## src/rtl/fb_wb_arbiter.sv

```systemverilog
// Write-back arbiter: merges unstallable ALU results with queued load results into the single RF write port.
// Latency: 1 cycle from accepted input to rf_we; loads may wait in a DEPTH-entry FIFO behind ALU traffic.
// Backpressure: ALU is never stalled; lsu_ready = ~full (registered full, same-cycle pop not credited).
//
// Ports: clk/reset_n; ALU result in (alu_valid/alu_rd/alu_data); load result in (lsu_valid/lsu_ready/
// lsu_rd/lsu_data); RF write out (rf_we/rf_waddr/rf_wdata); forwarding lookup (fwd_raddr*/fwd_hit*/
// fwd_data*); busy = FIFO non-empty or write in flight.
module fb_wb_arbiter #(
  parameter int DEPTH = 4,
  parameter int XLEN  = 32
) (
  input  logic            clk,
  input  logic            reset_n,
  input  logic            alu_valid,
  input  logic [4:0]      alu_rd,
  input  logic [XLEN-1:0] alu_data,
  input  logic            lsu_valid,
  output logic            lsu_ready,
  input  logic [4:0]      lsu_rd,
  input  logic [XLEN-1:0] lsu_data,
  output logic            rf_we,
  output logic [4:0]      rf_waddr,
  output logic [XLEN-1:0] rf_wdata,
  input  logic [4:0]      fwd_raddr1,
  input  logic [4:0]      fwd_raddr2,
  output logic            fwd_hit1,
  output logic            fwd_hit2,
  output logic [XLEN-1:0] fwd_data1,
  output logic [XLEN-1:0] fwd_data2,
  output logic            busy
);

  localparam int AW = $clog2(DEPTH);
  localparam int PW = AW + 1;

  logic [4:0]      q_rd   [DEPTH];
  logic [XLEN-1:0] q_data [DEPTH];
  logic [DEPTH-1:0] q_vld;
  logic [PW-1:0]   wptr, rptr, count;
  logic [AW-1:0]   head, tail;
  logic            empty, full;
  logic            alu_take, load_ok, bypass, push;

  assign head  = rptr[AW-1:0];
  assign tail  = wptr[AW-1:0];
  assign count = wptr - rptr;
  assign empty = (wptr == rptr);
  assign full  = (wptr[PW-1] != rptr[PW-1]) && (wptr[AW-1:0] == rptr[AW-1:0]);

  assign lsu_ready = ~full;
  assign alu_take  = alu_valid && (alu_rd != 5'd0);
  // Loads to x0 are accepted and simply dropped.
  assign load_ok   = lsu_valid && ~full && (lsu_rd != 5'd0);
  assign bypass    = load_ok && ~alu_take && empty;
  assign push      = load_ok && ~bypass;
  assign busy      = ~empty || rf_we;

  always_ff @(posedge clk or negedge reset_n) begin
    if (!reset_n) begin
      wptr     <= '0;
      rptr     <= '0;
      q_vld    <= '0;
      rf_we    <= 1'b0;
      rf_waddr <= '0;
      rf_wdata <= '0;
    end else begin
      if (alu_take) begin
        rf_we    <= 1'b1;
        rf_waddr <= alu_rd;
        rf_wdata <= alu_data;
      end else if (!empty) begin
        // A killed head is still popped, but produces no write.
        rf_we <= q_vld[head];
        if (q_vld[head]) begin
          rf_waddr <= q_rd[head];
          rf_wdata <= q_data[head];
        end
        rptr <= rptr + 1'b1;
      end else if (bypass) begin
        rf_we    <= 1'b1;
        rf_waddr <= lsu_rd;
        rf_wdata <= lsu_data;
      end else begin
        rf_we <= 1'b0;
      end

      // The ALU result is younger than every queued load: kill older writes to the same rd.
      // Unoccupied slots may be cleared too; they are ignored until rewritten by a push.
      if (alu_take) begin
        for (int i = 0; i < DEPTH; i++) begin
          if (q_rd[i] == alu_rd) q_vld[i] <= 1'b0;
        end
      end

      // Later assignment wins over the kill loop for the slot being written this cycle.
      if (push) begin
        q_vld[tail] <= ~(alu_take && (lsu_rd == alu_rd));
        wptr        <= wptr + 1'b1;
      end
    end
  end

  always_ff @(posedge clk) begin
    if (push) begin
      q_rd[tail]   <= lsu_rd;
      q_data[tail] <= lsu_data;
    end
  end

  // Forwarding: output stage first, then FIFO oldest-to-youngest so the youngest match wins.
  logic [1:0][4:0]      fwd_ra;
  logic [1:0]           fwd_hit;
  logic [1:0][XLEN-1:0] fwd_dat;
  logic [AW-1:0]        idx;

  assign fwd_ra = {fwd_raddr2, fwd_raddr1};

  always_comb begin
    fwd_hit = '0;
    fwd_dat = '0;
    idx     = '0;
    for (int p = 0; p < 2; p++) begin
      if (fwd_ra[p] != 5'd0) begin
        if (rf_we && (rf_waddr == fwd_ra[p])) begin
          fwd_hit[p] = 1'b1;
          fwd_dat[p] = rf_wdata;
        end
        for (int i = 0; i < DEPTH; i++) begin
          idx = head + AW'(i);
          if ((PW'(i) < count) && q_vld[idx] && (q_rd[idx] == fwd_ra[p])) begin
            fwd_hit[p] = 1'b1;
            fwd_dat[p] = q_data[idx];
          end
        end
      end
    end
  end

  assign fwd_hit1  = fwd_hit[0];
  assign fwd_hit2  = fwd_hit[1];
  assign fwd_data1 = fwd_dat[0];
  assign fwd_data2 = fwd_dat[1];

endmodule

```

## config.mk

```make
export PLATFORM = sky130hd
export DESIGN_NAME = fb_wb_arbiter
export DESIGN_NICKNAME = d
export VERILOG_FILES = /design/src/rtl/fb_wb_arbiter.sv
export SDC_FILE = /design/constraint.sdc
export NUM_CORES = 1
export LEC_CHECK = 0
export CORE_ASPECT_RATIO = 1.25
export CORE_MARGIN = 5
export CORE_UTILIZATION = 35
export CTS_BUF_LIST = sky130_fd_sc_hd__clkbuf_2
export CTS_CLUSTER_DIAMETER = 50
export DETAILED_ROUTE_END_ITERATION = 8
export SLEW_MARGIN = 20
export SYNTH_ARGS = -nofsm -noshare
export SYNTH_HDL_FRONTEND = slang
export SYNTH_SLANG_ARGS = --single-unit
```

## constraint.sdc

```tcl
create_clock -name clk -period 5.2 [get_ports clk]
set_clock_uncertainty 0.1 [all_clocks]
set_input_delay 0.52 -clock clk [delete_from_list [all_inputs] [get_ports clk]]
set_output_delay 0.52 -clock clk [all_outputs]
set_load 0.01 [all_outputs]
```

==> impl_results.md, run 1 <==
- Initial antenna violation count: 5
- Reg-to-Reg End: rf_wdata[10]
- Grt ovf: 0
- Final Hold Viols: 0
- Post-DP HPWL: 33900 µm
- HP Start: alu_data[3]
- Worst hold path endpoint: rf_wdata[3]
- Ys async rst share: 24.5%
- Area Growth Syn to Fin: 21.0%
- Worst-Margin Slew: 0.889 ns
- Starting DRC count in detailed routing: 1378
- Routability congestion estimate: 0.885
- Sink Count: 196
- Max Clk Rate: 0.194 GHz
- Period utilization: 99.0%
- Reg2reg start: rptr[1]
- Worst r2r path cells: 7
- Multi-input logic area: 8680 µm²
- Post-Route WL: 52300 µm
- Worst vdd ir: 0.000520 V
- Post-route cell area: 17800 µm²
- Synthesized Nets: 1327
- Die area: 46400 µm²
- RSZ-0062 raised after global routing: yes
- # fillers: 3925
- Iteration count of the initial detailed-routing pass: 8
- Die W: 194 µm
- Flops & latches, synth: 196
- Post-Syn Area: 14700 µm²
- First-pass GRT wire length: 77300 µm
- Num rows: 84
- EDFF count, synth: 148
- CTS Buf Count: 17
- Hold path depth: 3
- Post-synthesis mux area share: 28.0%
- Die height: 239 µm
- Placed cell count: 1897
- Crit path max fanout: 33
- Slew headroom: 40.7%
- Critical path class: flop to primary output
- Setup TNS: 0 ns
- Final Net Count: 1476
- CTS tree: built
- DR vias/cell: 6.37
- GRT Util Overall: 21.7%
- Latest clock arrival within the worst-skew pair: 0.95 ns
- Layout Utilization: 42.6%
- XOR/XNOR Fraction of Synth Area: 4.91%
- Mapped Avg Cell Area: 12.0 µm²
- Synth Area in Adders: 0.730%
- Worst Path Required: 4.58 ns
- Crit path DAT: 4.53 ns
- Pre-CTS setup slack: 0.411 ns
- Lkg Pwr: 6.03 nW
- Routed len/inst: 26.8 µm
- Clk slew on worst S/H paths: 0.32 ns
- Mapped Cells: 1231
- Initial Utilization: 35.2%
- Worst setup margin: 0.0535 ns
- Clock buffer depth: 2
- Crit path launch type: flop
- Placed cell area: 17100 µm²
- Largest net degree at the start of global routing: 72
- Vias in the first global route: 12515
- Number of max-cap violations: 0
- Largest family of logic cells by synthesized area: multiplexers
- DR vias: 12443
- CTS root buf: clkbuf_2
- Power density cells: 653 nW/µm²
- Warnings from Yosys: 0
- Netlist cell types: 55
- Most frequent cells in the layout: mux4_2 (150), edfxtp_1 (148), clkdlybuf4s50_1 (129), nand2_1 (118), nor2_1 (89)
- IO Pins: 194
- Post-synthesis sequential area ratio: 38.3%
- Register area: 5650 µm²
- Share of cells above drive strength 1: 22.6%
- Min Clock Period, post-route: 5.15 ns
- Final std cells w/o fill: 1954
- Min-delay worst type: primary input to flop
- H-tree depth: 4
- Final Setup Violations: 0
- Residual DRC: 0
- Simple-gate share of the synthesized area: 11.6%
- Most used DFF post-synth: edfxtp_1
- Synth Area in Compound Gates: 11.2%
- Number of I/O port buffers: 193
- Status: finished, final reports clean
- Core Footprint: 41800 µm²
- Commonest non-fill, non-tap cell in the layout: mux4_2
- Pins Over Slew Limit: 0
- Crit end category: primary output
- Worst reg2reg setup slack: 1.89 ns
- DRT antenna net count: 0
==> final cells by class <==
type,count,area share [%]
tap,559,3.92
clock inverter,15,0.674
timing repair buffer,263,14.2
clock buffer,17,0.477
multi-input combinational,888,48.7
sequential,196,31.7
inverter,14,0.295
antenna,2,0.0281
==> through the flow <==
stage,hold slack (ns),total power [mW]
after global placement,0.420,10.7
after detailed placement,0.431,10.8
final,0.0932,11.6
after CTS,0.00520,11.6
after global routing,0.0224,12.3
after floorplan,0.124,7.99
==> critical path, cell delays in order, from the launching register on <==
cell	delay, ns
dfrtp_4	0.54
buf_6	0.28
mux4_1	0.69
xnor2_1	0.18
nand4_1	0.16
nor3_4	0.35
buf_12	0.33
mux2i_1	0.17
o32ai_2	0.23
clkdlybuf4s50_1	0.61
==> where the power goes <==
group | total [mW] | switching (mW) | internal (mW) | leakage, nW
Sequential | 2.68 | 0.477 | 2.21 | 1.90
Combinational | 8.22 | 4.47 | 3.75 | 4.00
Clock | 0.738 | 0.596 | 0.142 | 0.126
==> cell usage after synthesis, types with 6 or more instances <==
cell        n  share of area (%)
nor2_1     93                2.4
mux2_2      6               0.46
nand2_1   118                3.0
and2_1      6               0.25
xor2_1     33                2.0
ha_1        7               0.59
buf_1      18               0.46
dfrtp_1    48                8.1
edfxtp_1  148                 30
a21oi_1     6               0.20
clkbuf_1   60                1.5
mux2i_1    63                4.3
inv_1      14               0.36
or3_1       8               0.34
o32ai_1    57                3.4
buf_6      13               0.99
a221oi_1   61                3.6
mux4_2    150                 23
xnor2_1    47                2.8
nand3_1    66                2.2
o21ai_0    66                2.2
nor3_1     15               0.51
nor3b_1    27                1.4
buf_2      35                1.2
==> routing by layer <==
layer	global-route usage (%)	up-vias	share of wire, %
met1	26.3	6237	36
met5	0	-	0.040
met3	5.32	151	9.6
li1	-	5212	-
met2	37.0	839	50
met4	9.40	4	3.8
==> logic make-up after synthesis <==
| group | after synthesis |
|---|---|
| adder cells (fa/ha/maj) | 8 |
| AO/OA/AOI/OAI | 217 |
| XOR/XNOR | 81 |
| flip-flops | 196 |
| buffers and inverters | 148 |
| AND/OR/NAND/NOR | 360 |
| multiplexers | 221 |
==> flip-flops by register name, summed over array words and instances (netlist names) <==
name      cells
q_data      128
rptr          3
rf_waddr      5
rf_wdata     32
q_rd         20
wptr          3
q_vld         4
rf_we         1
==> timing repair <==
action                                  in CTS  in global routing
resized for setup                           97                 20
hold endpoints to repair                    52                  0
pin swaps                                    9                  4
buffers inserted                            10                  7
endpoints found under the setup margin      66                 28
hold buffers                                 5                  0
gates cloned                                 0                  2
==> worst max-delay path by stage <==
stage | depth (start not counted) | to | from
floorplan | 14 | fwd_data2[10] | rptr[1]
detailed placement | 7 | fwd_data2[19] | rptr[0]
CTS | 11 | fwd_data1[27] | rptr[0]
finish | 9 | fwd_data1[2] | rptr[0]
global placement | 7 | fwd_data2[19] | rptr[0]
global route | 9 | fwd_data1[2] | rptr[0]
Power figures use the tool's default switching activity.
==> inputs of run 2 (changes only) <==
Settings changed: CORE_UTILIZATION 35 to 55, CTS_CLUSTER_DIAMETER 50 to default, PLACE_DENSITY from default to 0.8.
==> run 2 against run 1 <==
Die area fell by 35%. First-iteration DRC count rose by 52%. Hold slack improved by 0.044 ns. Fmax rose by 0.17%. Routed wire length fell by 5.4%. Power rose by 1.9%. Global-route usage rose by 10 points.
==> impl_results.md, run 2 (synthesis results as in run 1) <==
- Status: finished, final reports clean
- Setup TNS: 0 ns (unchanged)
- Vias in the first global route: 12966 (+3.6%)
- DRT antenna net count: 0 (unchanged)
- Number of max-cap violations: 0 (unchanged)
- CTS Buf Count: 17 (unchanged)
- Layout Utilization: 66.6% (+24 points)
- Critical path class: flop to primary output
- Largest Register: q_data
- # fillers: 1911 (-51%)
- Crit path launch type: flop
- Most frequent cells in the layout: mux4_2 (150), edfxtp_1 (148), clkdlybuf4s50_1 (133), nand2_1 (118), nor2_1 (91)
- CTS tree: built
- Slew headroom: 37.1% (-3.6 points)
- Clock buffer depth: 2 (unchanged)
- Largest net degree at the start of global routing: 80 (+11%)
- Min Clock Period, post-route: 5.14 ns (-0.00878 ns)
- IO Pins: 194 (unchanged)
- DR vias: 12939 (+4.0%)
- Lkg Pwr: 6.55 nW (+8.6%)
- First-pass GRT wire length: 73800 µm (-4.5%)
- GRT Util Overall: 32.0% (+10 points)
- Number of flip-flops under the largest register name: 128 (unchanged)
- Starting DRC count in detailed routing: 2098 (+52%)
- Worst-Margin Slew: 0.944 ns (+0.0547 ns)
- Number of I/O port buffers: 193 (unchanged)
- Clk slew on worst S/H paths: 0.37 ns (+0.05 ns)
- RSZ-0062 raised after global routing: yes
- Residual DRC: 0 (unchanged)
- Biggest regs: q_data x128, rf_wdata x32, q_rd x20
- Period utilization: 98.8% (-0.17 points)
- Iteration count of the initial detailed-routing pass: 7 (-1)
- Num rows: 67 (-20%)
- Initial antenna violation count: 3 (-2)
- Max Clk Rate: 0.195 GHz (+0.17%)
- Crit end category: primary output
- Pins Over Slew Limit: 0 (unchanged)
- Core Footprint: 26700 µm² (-36%)
- Hold path depth: 3 (unchanged)
- CTS root buf: clkbuf_2
- Crit path max fanout: 9 (-73%)
- Grt ovf: 0 (unchanged)
- Die area: 30200 µm² (-35%)
- Post-DP HPWL: 31400 µm (-7.4%)
- H-tree depth: 4 (unchanged)
- DR vias/cell: 7.42 (+17%)
- Crit path DAT: 4.52 ns (about the same)
- Die W: 156 µm (-19%)
- Routability congestion estimate: 0.943 (+6.5%)
- Initial Utilization: 55.3% (+20 points)
- WHS: 0.137 ns (+0.0440 ns)
- Latest clock arrival within the worst-skew pair: 0.85 ns (-0.10 ns)
- Die height: 193 µm (-19%)
- Share of cells above drive strength 1: 22.0% (-0.59 points)
- Area Growth Syn to Fin: 20.4%
- Final Hold Viols: 0 (unchanged)
- Routed len/inst: 28.4 µm (+6.0%)
- Worst r2r path cells: 9 (+2)
- Worst Path Required: 4.58 ns (about the same)
- Final Net Count: 1477 (+0.068%)
- Multi-input logic area: 8570 µm² (-1.3%)
- Post-Route WL: 49400 µm (-5.4%)
- Register area: 5650 µm² (unchanged)
- Commonest non-fill, non-tap cell in the layout: mux4_2
- Worst vdd ir: 0.000861 V (+66%)
- Sink Count: 196 (unchanged)
- Final Setup Violations: 0 (unchanged)
- Min-delay worst type: primary input to flop
- Power density cells: 668 nW/µm² (+2.4%)
==> run 2: cell count changes in the layout (fill, tap and decap cells not counted), moves of 3 or more <==
cell	previous run	this run
buf_6	5	9
clkinv_8	0	3
dlygate4sd3_1	5	1
o32ai_2	23	12
o32ai_1	32	44
clkinv_4	1	4
dlygate4sd2_1	53	9
clkdlybuf4s50_1	129	133
dlymetal6s2s_1	10	50
inv_6	4	1
==> run 2: worst paths after layout <==
| kind | startpoint | slack (ns) | end |
|---|---|---|---|
| max | rptr[0] | 0.06 | fwd_data1[0] |
| min | alu_data[20] | 0.14 | rf_wdata[20] |
| max reg2reg | rptr[1] | 1.62 | rf_wdata[25] |
| min reg2reg | rptr[2] | 0.48 | rptr[2] |
| max in group asynchronous | reset_n | 4.15 | rptr[0] |
| min in group asynchronous | reset_n | 0.18 | rf_wdata[18] |
==> run 2: metal layers <==
layer  vias to the layer above  wire (µm)  track usage (%)  share of wire [%]
met5                         -          0                0                  0
met4                         0       3020             18.4                6.1
met3                       276       6760             7.46                 14
met1                      6242      16000             39.7                 32
li1                       5217          -                -                  -
met2                      1204      23700             51.5                 48
==> run 2: report_power, final <==
part           total [mW]  internal [mW]  switching (mW)
Clock               0.801          0.196           0.605
Sequential           2.69           2.20           0.481
Combinational        8.38           3.91            4.47
==> run 2: per-stage QoR <==
stage	total power, mW	cell area, µm²	cells	setup WS, ns
finish	11.9	17800	1743	0.0623
CTS	11.6	17300	1727	0.00783
global placement	10.4	16800	1679	0.688
global route	12.5	17700	1742	-0.102
detailed placement	10.7	16800	1679	0.566
floorplan	7.99	14700	1231	0.990
==> run 2: critical path, cell delays in order (launching register included) <==
cell             delay, ns
dfrtp_4               0.59
ha_4                  0.37
buf_4                 0.14
mux4_2                0.53
xor2_1                0.16
or4_4                 0.45
nor2_4                0.18
buf_12                0.15
buf_4                 0.11
a221oi_1              0.05
o32ai_2               0.35
clkdlybuf4s50_1       0.60
==> run 2: cell type report <==
cell class	count	area share, %
repair buffers	265	15.7
flip-flops and latches	196	31.8
well taps	345	2.43
clock buffers	17	0.479
diodes	4	0.0564
inverters	14	0.296
multi-input cells	887	48.3
clock inverters	15	0.973
==> run 2: what timing repair did <==
item | CTS | global route
setup buffers | 15 | 9
hold endpoints to repair | 48 | 0
hold buffers | 1 | 0
setup endpoints to repair | 66 | 57
gates cloned | 0 | 2
gates resized for setup | 24 | 73
pin swaps | 6 | 9
